### src/rtl/pwm_counter.sv
// pwm_counter: prescaled 16-bit up/down PWM timebase with a registered wrap pulse.
// Optional COUNTER_SHADOW_EN: period/prescale are taken from shadow registers loaded at safe points.
module pwm_counter #(
  parameter int unsigned CNT_W = 16,
  parameter int unsigned PRE_W = 8
) (
  input  logic             clk,
  input  logic             rst_n,
  input  logic             en,
  input  logic             count_reset,
  input  logic             upnotdown,
  input  logic [CNT_W-1:0] period,
  input  logic [PRE_W-1:0] prescale,
  output logic [CNT_W-1:0] counter_val,
  output logic             tick,
  output logic             wrap
);

  logic [CNT_W-1:0] r_cnt;
  logic [CNT_W-1:0] w_cnt_nxt;
  logic [CNT_W-1:0] w_period_eff;
  logic [PRE_W-1:0] r_pre;
  logic [PRE_W-1:0] w_pre_nxt;
  logic [PRE_W-1:0] w_prescale_eff;
  logic             r_wrap;
  logic             w_tick;
  logic             w_wrap_gen;

`ifdef COUNTER_SHADOW_EN
  logic [CNT_W-1:0] r_period_sh;
  logic [PRE_W-1:0] r_prescale_sh;
  logic             w_shadow_load;

  // Reload only while idle, on clear, or at a period boundary so a running period is never cut
  assign w_shadow_load = ~en | count_reset | w_wrap_gen;

  always_ff @(posedge clk or negedge rst_n) begin
    if (!rst_n) begin
      r_period_sh   <= '0;
      r_prescale_sh <= '0;
    end else if (w_shadow_load) begin
      r_period_sh   <= period;
      r_prescale_sh <= prescale;
    end
  end

  assign w_period_eff   = r_period_sh;
  assign w_prescale_eff = r_prescale_sh;
`else
  assign w_period_eff   = period;
  assign w_prescale_eff = prescale;
`endif

  // >= lets a prescale reduction take effect at once instead of waiting for pre_cnt to roll over
  assign w_tick = en & ~count_reset & (r_pre >= w_prescale_eff);

  always_comb begin
    w_cnt_nxt  = r_cnt;
    w_pre_nxt  = r_pre;
    w_wrap_gen = 1'b0;
    if (count_reset) begin
      w_cnt_nxt = '0;
      w_pre_nxt = '0;
    end else if (en) begin
      if (w_tick) begin
        w_pre_nxt = '0;
        if (upnotdown) begin
          if (r_cnt >= w_period_eff) begin
            w_cnt_nxt  = '0;
            w_wrap_gen = 1'b1;
          end else begin
            w_cnt_nxt = r_cnt + CNT_W'(1);
          end
        end else begin
          if ((r_cnt == '0) || (r_cnt > w_period_eff)) begin
            w_cnt_nxt  = w_period_eff;
            w_wrap_gen = 1'b1;
          end else begin
            w_cnt_nxt = r_cnt - CNT_W'(1);
          end
        end
      end else begin
        w_pre_nxt = r_pre + PRE_W'(1);
      end
    end
  end

  always_ff @(posedge clk or negedge rst_n) begin
    if (!rst_n) begin
      r_cnt  <= '0;
      r_pre  <= '0;
      r_wrap <= 1'b0;
    end else begin
      r_cnt  <= w_cnt_nxt;
      r_pre  <= w_pre_nxt;
      r_wrap <= w_wrap_gen;
    end
  end

  assign counter_val = r_cnt;
  assign tick        = w_tick;
  assign wrap        = r_wrap;

endmodule

### config.mk
export PLATFORM = sky130hd
export DESIGN_NAME = pwm_counter
export DESIGN_NICKNAME = d
export VERILOG_FILES = /design/src/rtl/pwm_counter.sv
export SDC_FILE = /design/constraint.sdc
export NUM_CORES = 1
export LEC_CHECK = 0
export CAP_MARGIN = 20
export CORE_UTILIZATION = 35
export CTS_CLUSTER_SIZE = 25
export DETAILED_ROUTE_END_ITERATION = 16
export PLACE_DENSITY = 0.63
export SYNTH_ARGS = -nofsm -noshare
export SYNTH_HDL_FRONTEND = slang
export SYNTH_SLANG_ARGS = --single-unit
### constraint.sdc
create_clock -name clk -period 3.35 [get_ports clk]
set_input_delay 0.335 -clock clk [delete_from_list [all_inputs] [get_ports clk]]
set_output_delay 0.335 -clock clk [all_outputs]
set_load 0.05 [all_outputs]
==> metrics.cfg, run 1 <==
[outcome]
status=finished, final reports clean

[yosys]
avgSynthCellArea_um2=7.93
yosysTopAreaCellShare=0.229
syn-cell-area_um2=2730
yosysSeqAreaShare=0.229
synth.area.top_cells=dfrtp_1, ha_1, nand2_1
synth_cells=344
synth.most_common_cell=nand2_1
synthTopCellsByCount=nand2_1, inv_1, ha_1
ys_ff_latch=25
async_flop_share=1.00
ys_warn_count=0
synth.distinct_cells=69
synth_top_area_cell=dfrtp_1
synthFlopType=dfrtp_1
syn_nets=401
synth-edff-count=0

[sta]
finalSetupViolations=0
hold_violations=0
period_minus_slack_ps=2960
timing.setup.tns_ps=0
slew-limit-headroom=0.600
skew_ps=3.41
maxSlewViolCount=0
rsz0062_at_grt=no
worst_pin_slew_ps=595
fin_crit_sh=0.882
fmax_mhz=338

[global_routing]
grt_pass1_wl_um=13000
antenna_found_initial=0
use_met3=0.0210
use_met1=0.286
grt_util_met2=0.307
grt_pass1_vias=2647
busiest_layer=met2
grt_max_degree=26
gr-usage-all-layers=0.196
grt-ovfl-total=0

[power_and_ir_drop]
power_density_nw_per_um2=207
power.total_mw=0.719
ir_drop_mv=0.123
p_leak_nw=1.52

[worst_setup_path]
r2r_cells=8
crit_end=counter_val[1]
end_kind=flip-flop
critical_path.top_delay_family=simple AND/OR/NAND/NOR gates
r2r_end=counter_val[1]
crit_type=primary input to flip-flop
cp-startpoint=period[14]
rr_startpoint=counter_val[15]
cp_slowest_cell=or4_4
path_depth=10
required_ps=3550
crit_arrival_ps=3160
worstPathMaxFanout=8
cp-start-kind=primary input
path_cells=clkdlybuf4s50_1 > inv_1 > ha_1 > nand4_2 > nor2_1 > or3_4 > or4_4 > a21oi_4 > mux2_2 > o21ai_0
cp_slowest_stage_delay_ps=520
rrSetupSlack_ps=470
cp.buffers_inverters=2

[placement]
gp_congestion=0.864
place_hpwl_um=5960
dp.cells=493
port_buffers=46

[clock_tree]
cts_tree=built
postCtsResizedCells=0
postCtsSetupRepairBufs=0
clockRootBuffer=clkbuf_8
clk_path_buf_depth=2
clkSlewWorstSetupHoldPaths_ps=100
postCtsHoldBufs=0
htree_levels=1
cts_sinks=25
cts_buffers=3
clk_latency_ps=280

[detailed_routing]
drc=0
first_pass_iters=4
wl_per_cell_um=15.8
vias_per_cell=5.59
vias=2778
drt_wl_total_um=7850
ant_nets=0
drt_iter0_drc=204

[die]
core-area_um2=7410
start_util=0.368
dieArea_um2=8150
chipHeight_um=90.3
ioPinCount=47
die_w_um=90.3
row_count=31

[flow_run]
cap_violations=0

[min_path]
hp-class=primary input to asynchronous set/reset pin

[layout]
finalNetCount=456
syn_to_final_growth_pct=27.1
drive_gt1_frac=0.113
diodes=0
stdcell_count=497

-- state kept, by name (all words and copies together) (netlist names) --
name         count
counter_val     16
r_pre            8
wrap             1
-- cells by family (layout without fill, tap and decap cells) --
logic type / Yosys count / count (layout) / synth area share
flops: 25 / 25 / 0.229
xor+xnor: 15 / 15 / 0.0481
buf+inv: 48 / 102 / 0.0706
compound gates: 92 / 92 / 0.247
fa+ha+maj: 28 / 28 / 0.128
mux: 3 / 3 / 0.0115
simple gates: 133 / 133 / 0.265
-- worst reg2reg max path, stage by stage, from the launching register on --
cell	delay (ps)
dfrtp_1	500
ha_1	370
nand4_2	140
nor2_1	70
or3_4	410
or4_4	520
a21oi_4	300
mux2_2	370
o21ai_0	130
-- report_power, final --
group | switching, mW | internal (mW) | total [mW] | leakage, nW
sequential | 0.00491 | 0.306 | 0.311 | 0.346
combinational | 0.116 | 0.0959 | 0.212 | 1.15
clock | 0.111 | 0.0845 | 0.195 | 0.0217
-- per-stage QoR --
step,hold WS [ps],utilization,worst slack (ps),instance area [um2]
5_1_grt,439,0.468,239,3470
3_3_place_gp,543,0.461,130,3420
4_1_cts,425,0.468,418,3470
6_report,416,0.468,394,3470
3_5_place_dp,542,0.461,120,3420
2_1_floorplan,39.4,-,433,2730
-- worst min-delay path by stage --
stage	endpoint	slack [ps]	cells after the start
6_report	counter_val[10]	420	2
5_1_grt	counter_val[10]	440	2
4_1_cts	counter_val[10]	430	2
3_5_place_dp	r_pre[7]	540	2
3_3_place_gp	r_pre[7]	540	2
2_1_floorplan	counter_val[0]	40	0
-- layout make-up --
| type | instances | area, um2 |
|---|---|---|
| clock buffer | 3 | 41.3 |
| clock inverter | 1 | 7.51 |
| fill | 731 | 3940 |
| inverter | 32 | 120 |
| multi-input combinational | 271 | 1920 |
| sequential | 25 | 626 |
| tap | 99 | 124 |
| timing repair buffer | 66 | 633 |
-- routing by layer --
metal / vias up / wire length, um
met5: - / 0
met4: 0 / 79
met3: 8 / 433
met1: 1312 / 3870
met2: 85 / 3470
li1: 1373 / -
-- placed cells by master (no fill, tap or decap), types with 6 or more instances in the layout --
| cell | n |
|---|---|
| o21ai_0 | 23 |
| nand3_1 | 7 |
| inv_1 | 32 |
| buf_4 | 19 |
| clkdlybuf4s50_1 | 45 |
| nand4_1 | 9 |
| a21oi_1 | 14 |
| nor2_1 | 27 |
| dfrtp_1 | 25 |
| nor4_1 | 11 |
| xnor2_1 | 8 |
| nor3_1 | 10 |
| nand2_1 | 37 |
| o211ai_1 | 8 |
| ha_1 | 28 |
| o2111ai_1 | 6 |
| xor2_1 | 7 |
No activity file was read; power rests on OpenSTA's default activity.
==> inputs of run 2 (changes only) <==
CTS_CLUSTER_SIZE = 14   (was 25)
GPL_TIMING_DRIVEN = 0   (was default)
SLEW_MARGIN = 30   (was default)
==> metrics.cfg, run 2 (synthesis results as in run 1) <==
[flow_run]
cap_violations=0  ; unchanged

[worst_setup_path]
crit_arrival_ps=2870  ; -290 ps
required_ps=3010  ; -540 ps
cp-start-kind=primary input
end_kind=primary output
path_cells=clkdlybuf4s50_1 > inv_1 > ha_1 > and4_1 > o21ai_0 > o211a_1 > nor2_1 > clkbuf_1 > dlygate4sd2_1
worstPathMaxFanout=10  ; +2
cp_slowest_cell=dlygate4sd2_1
cp_slowest_stage_delay_ps=590  ; +70 ps
crit_type=primary input to primary output

[detailed_routing]
ant_nets=0  ; unchanged
drt_wl_total_um=7920  ; +0.85%
drc=0  ; unchanged
first_pass_iters=4  ; unchanged
wl_per_cell_um=16.0  ; +1.3%
vias=2769  ; -0.32%
drt_iter0_drc=217  ; +6.4%
vias_per_cell=5.59  ; about the same

[sta]
rsz0062_at_grt=no
hold_violations=0  ; unchanged
layout_setup_ws_ps=146  ; -248 ps
finalSetupViolations=0  ; unchanged
slew-limit-headroom=0.456  ; -0.144
skew_ps=15.0  ; +11.6 ps
worst_pin_slew_ps=809  ; +214 ps
fin_crit_sh=0.956  ; +0.0741
fmax_mhz=312  ; -7.7%
period_minus_slack_ps=3200  ; +248 ps
maxSlewViolCount=0  ; unchanged

[die]
dieArea_um2=8150  ; unchanged
ioPinCount=47  ; unchanged
chipHeight_um=90.3  ; unchanged
start_util=0.368  ; unchanged
core-area_um2=7410  ; unchanged
row_count=31  ; unchanged
die_w_um=90.3  ; unchanged

[clock_tree]
cts_sinks=25  ; unchanged
clk_path_buf_depth=2  ; unchanged
htree_levels=1  ; unchanged
clk_latency_ps=280  ; about the same
cts_tree=built
clkSlewWorstSetupHoldPaths_ps=110  ; about the same
clockRootBuffer=clkbuf_8
postCtsHoldBufs=0  ; unchanged
cts_buffers=3  ; unchanged

[global_routing]
grt_pass1_vias=2677  ; +1.1%
gr-usage-all-layers=0.203  ; +0.00742
grt_pass1_wl_um=13500  ; +3.6%
antenna_found_initial=0  ; unchanged
grt-ovfl-total=0  ; unchanged
grt_max_degree=26  ; unchanged

[layout]
layout_common_cells=clkdlybuf4s50_1, nand2_1, inv_1, ha_1, nor2_1
diodes=0  ; unchanged
syn_to_final_growth_pct=23.9
post-route-util=0.457  ; -0.0115
fillers=764  ; +4.5%
seqCellArea_um2=626  ; unchanged
multi_input_area_um2=1920  ; +0.33%
finalNetCount=454  ; -0.44%
largest_reg_flops=16  ; unchanged
drive_gt1_frac=0.0833  ; -0.0297
layout_commonest_cell=clkdlybuf4s50_1

[placement]
port_buffers=46  ; unchanged
gp_congestion=0.889  ; +2.9%
place_ws_ps=-168  ; -288 ps
place_hpwl_um=6120  ; +2.8%

[power_and_ir_drop]
ir_drop_mv=0.132  ; +7.4%
power_density_nw_per_um2=211  ; +1.6%
p_leak_nw=1.46  ; -3.9%

[min_path]
hp-class=primary input to asynchronous set/reset pin

[outcome]
status=finished, final reports clean

-- run 2: worst max-delay path: cells and delay by family --
kind                       cells  cell delay [ps]
adders and majority gates      1              290
AOI/OAI and AO/OA              2              370
buffers and inverters          4             1530
and+or+nand+nor                2              330
-- run 2: worst paths after layout --
check / start / end / slack (ps) / depth (start not counted)
worst min-delay path: rst_n / counter_val[10] / 40 / 1
min in group clk: r_pre[7] / r_pre[7] / 550 / 2
worst min register to register: r_pre[7] / r_pre[7] / 550 / 2
worst max register to register: counter_val[15] / counter_val[12] / 350 / 9
max in group asynchronous: rst_n / counter_val[0] / 2900 / 1
worst max-delay path: prescale[6] / tick / 150 / 9
-- run 2: area by class of cell --
| class | count | share of cell area |
|---|---|---|
| Clock inverter | 1 | 0.00222 |
| Multi-Input combinational cell | 271 | 0.568 |
| Tap cell | 99 | 0.0366 |
| Clock buffer | 3 | 0.0122 |
| Buffer | 16 | 0.0215 |
| Timing Repair Buffer | 48 | 0.139 |
| Inverter | 32 | 0.0355 |
| Sequential cell | 25 | 0.185 |
-- run 2: routing by layer --
metal	part of all wire	global-route usage	wire, um
met4	0.0045	0.0390	36
met3	0.057	0.0177	454
met5	0	0	0
met2	0.44	0.322	3510
met1	0.50	0.302	3920
-- run 2: metrics by stage --
stage / power (mW) / instance area (um2) / std cells / hold WS (ps) / TNS, ps
global route: 0.752 / 3380 / 495 / 88.1 / 0
global placement: 0.513 / 3310 / 489 / 538 / -512
finish: 0.712 / 3380 / 495 / 39.4 / 0
floorplan: 0.431 / 2730 / 344 / 39.4 / 0
detailed placement: 0.516 / 3310 / 489 / 381 / -655
CTS: 0.712 / 3360 / 493 / 69.6 / 0
-- run 2: power by group --
part / internal (mW) / switching [mW]
clock network: 0.0845 / 0.111
registers: 0.306 / 0.00523
logic: 0.0873 / 0.118
-- run 2: timing repair --
action                                  in CTS  in global routing
endpoints found under the setup margin       1                  5
pin swaps                                    0                  1
resized for setup                            1                  2
setup buffers                                0                  2
==> inputs of run 3 (changes only) <==
CORE_MARGIN = 2   (was default)
DONT_BUFFER_PORTS = 1   (was default)
PLACE_DENSITY = 0.55   (was 0.63)
TNS_END_PERCENT = 1   (was default)
==> metrics.cfg, run 3 (synthesis results as in run 1) <==
[outcome]
status=finished, final reports clean

[layout]
design_area_um2=2970  ; -12%
multi_input_area_um2=1920  ; unchanged
drive_gt1_frac=0.102  ; +0.0189
syn_to_final_growth_pct=8.67
seqCellArea_um2=628  ; +0.40%
finalNetCount=410  ; -9.7%
layout_commonest_cell=nand2_1
diodes=0  ; unchanged
fillers=804  ; +5.2%
layout_common_cells=nand2_1, inv_1, ha_1, nor2_1
largest_reg_flops=16  ; unchanged

[die]
row_count=32  ; +3.2%
start_util=0.357  ; -0.0115
core-area_um2=7650  ; +3.2%
ioPinCount=47  ; unchanged
chipHeight_um=92.3  ; +2.2%
die_w_um=92.3  ; +2.2%
dieArea_um2=8520  ; +4.5%

[placement]
placed_cell_area_um2=2860  ; -14%
gp_congestion=0.922  ; +3.7%
place_hpwl_um=6100  ; -0.26%
port_buffers=0  ; -100%

[detailed_routing]
vias_per_cell=5.79  ; +3.5%
wl_per_cell_um=17.5  ; +9.5%
first_pass_iters=5  ; +1
vias=2628  ; -5.1%
drt_iter0_drc=267  ; +23%
drc=0  ; unchanged
ant_nets=0  ; unchanged
drt_wl_total_um=7950  ; +0.39%

[power_and_ir_drop]
power.total_mw=0.676  ; -5.1%
ir_drop_mv=0.129  ; -2.2%
switchingPower_mw=0.226  ; -3.6%
netSwitchingFraction=0.335  ; +0.00529
clkPwrFrac=0.291  ; +0.016
p_leak_nw=1.30  ; -11%
pwr-share-comb=0.235  ; -0.054
intPower_mw=0.450  ; -5.9%
sequentialPowerShare=0.473  ; +0.036
power_density_nw_per_um2=228  ; +8.2%

[worst_setup_path]
worstPathMaxFanout=10  ; unchanged
end_kind=flip-flop
cp-startpoint=counter_val[5]
cp_slowest_stage_delay_ps=640  ; +50 ps
required_ps=3520  ; +510 ps
crit_arrival_ps=3380  ; +510 ps
rrSetupSlack_ps=140  ; -210 ps
cp-start-kind=flip-flop
cp_slowest_cell=dfrtp_1
critical_path.top_delay_family=simple AND/OR/NAND/NOR gates
rr_startpoint=counter_val[5]
crit_type=flip-flop to flip-flop
path_cells=ha_1 > nand4_1 > or4_4 > a21oi_4 > o31ai_4 > and2_4 > buf_6 > nand3_1 > or3b_1
cp.buffers_inverters=1  ; -3

[sta]
finalSetupViolations=0  ; unchanged
skew_ps=6.07  ; -8.89 ps
period_minus_slack_ps=3210  ; +5.87 ps
fin_crit_sh=0.958  ; +0.00175
worst_pin_slew_ps=752  ; -57.1 ps
hold_violations=0  ; unchanged
slew-limit-headroom=0.494  ; +0.0384
fmax_mhz=312  ; -0.18%
rsz0062_at_grt=no
maxSlewViolCount=0  ; unchanged

[global_routing]
use_met1=0.287  ; -0.0145
gr-usage-all-layers=0.189  ; -0.0140
grt_util_met2=0.286  ; -0.0354
grt_max_degree=26  ; unchanged
busiest_layer=met1
grt_pass1_wl_um=12900  ; -4.6%
grt-ovfl-total=0  ; unchanged
grt_pass1_vias=2426  ; -9.4%
use_met3=0.0220  ; +0.00429
antenna_found_initial=0  ; unchanged

[clock_tree]
cts_tree=built
clkSlewWorstSetupHoldPaths_ps=100  ; about the same
cts_sinks=25  ; unchanged
clockRootBuffer=clkbuf_8
cts_buffers=3  ; unchanged
clk_path_buf_depth=2  ; unchanged
clk_latency_ps=280  ; about the same
htree_levels=1  ; unchanged

[min_path]
hp-start=count_reset
hp-class=primary input to flip-flop

[flow_run]
cap_violations=0  ; unchanged

run 3: cell count changes in the layout (fill, tap and decap cells not counted):
cell and change:
clkdlybuf4s50_1 -44, dfrtp_1 -2, dfrtp_2 +2, buf_12 +1, buf_2 -1, clkbuf_1 -1, clkbuf_2 +1, dlygate4sd2_1 -1
dlygate4sd3_1 +1
run 3: what timing repair did:
action,CTS,global route
buffers inserted,0,2
resized for setup,2,2
endpoints found under the hold margin,25,0
endpoints found under the setup margin,4,10
pin swaps,0,1
hold buffers,2,0
run 3: through the flow:
step	utilization	setup TNS, ps	std cells	hold WS, ps	worst slack (ps)
floorplan	-	0	344	39.4	433
global placement	0.374	-414	446	39.9	-147
detailed placement	0.374	-258	446	39.8	-91.3
CTS	0.385	0	452	102	41.0
global route	0.388	0	454	97.1	16.5
finish	0.388	0	454	106	140
run 3: cell type report:
class	count	area share
Multi-Input combinational cell	271	0.648
Sequential cell	25	0.212
Tap cell	102	0.0430
Inverter	32	0.0405
Buffer	16	0.0249
Timing Repair Buffer	4	0.0152
Clock buffer	3	0.0139
Clock inverter	1	0.00253
run 3: worst paths after layout:
| path | to | depth (start not counted) |
|---|---|---|
| hold reg to reg | r_pre[7] | 2 |
| hold / removal | r_pre[7] | 1 |
| setup / recovery | counter_val[12] | 9 |
| max in group asynchronous | counter_val[0] | 2 |
| setup reg to reg | counter_val[12] | 9 |
| min in group asynchronous | counter_val[10] | 2 |
run 3: metal layers:
metal | up-vias | part of all wire | routed length, um
li1 | 1285 | - | -
met5 | - | 0 | 0
met2 | 85 | 0.44 | 3480
met3 | 11 | 0.053 | 422
met1 | 1247 | 0.50 | 3940
met4 | 0 | 0.013 | 107
run 3: power groups by stage:
| stage | Combinational (mW) | Clock [mW] | Sequential [mW] |
|---|---|---|---|
| 2_1_floorplan | 0.107 | 0 | 0.324 |
| 3_3_place_gp | 0.138 | 0 | 0.326 |
| 3_5_place_dp | 0.141 | 0 | 0.326 |
| 4_1_cts | 0.154 | 0.205 | 0.320 |
| 5_1_grt | 0.177 | 0.216 | 0.321 |
| 6_report | 0.159 | 0.197 | 0.320 |
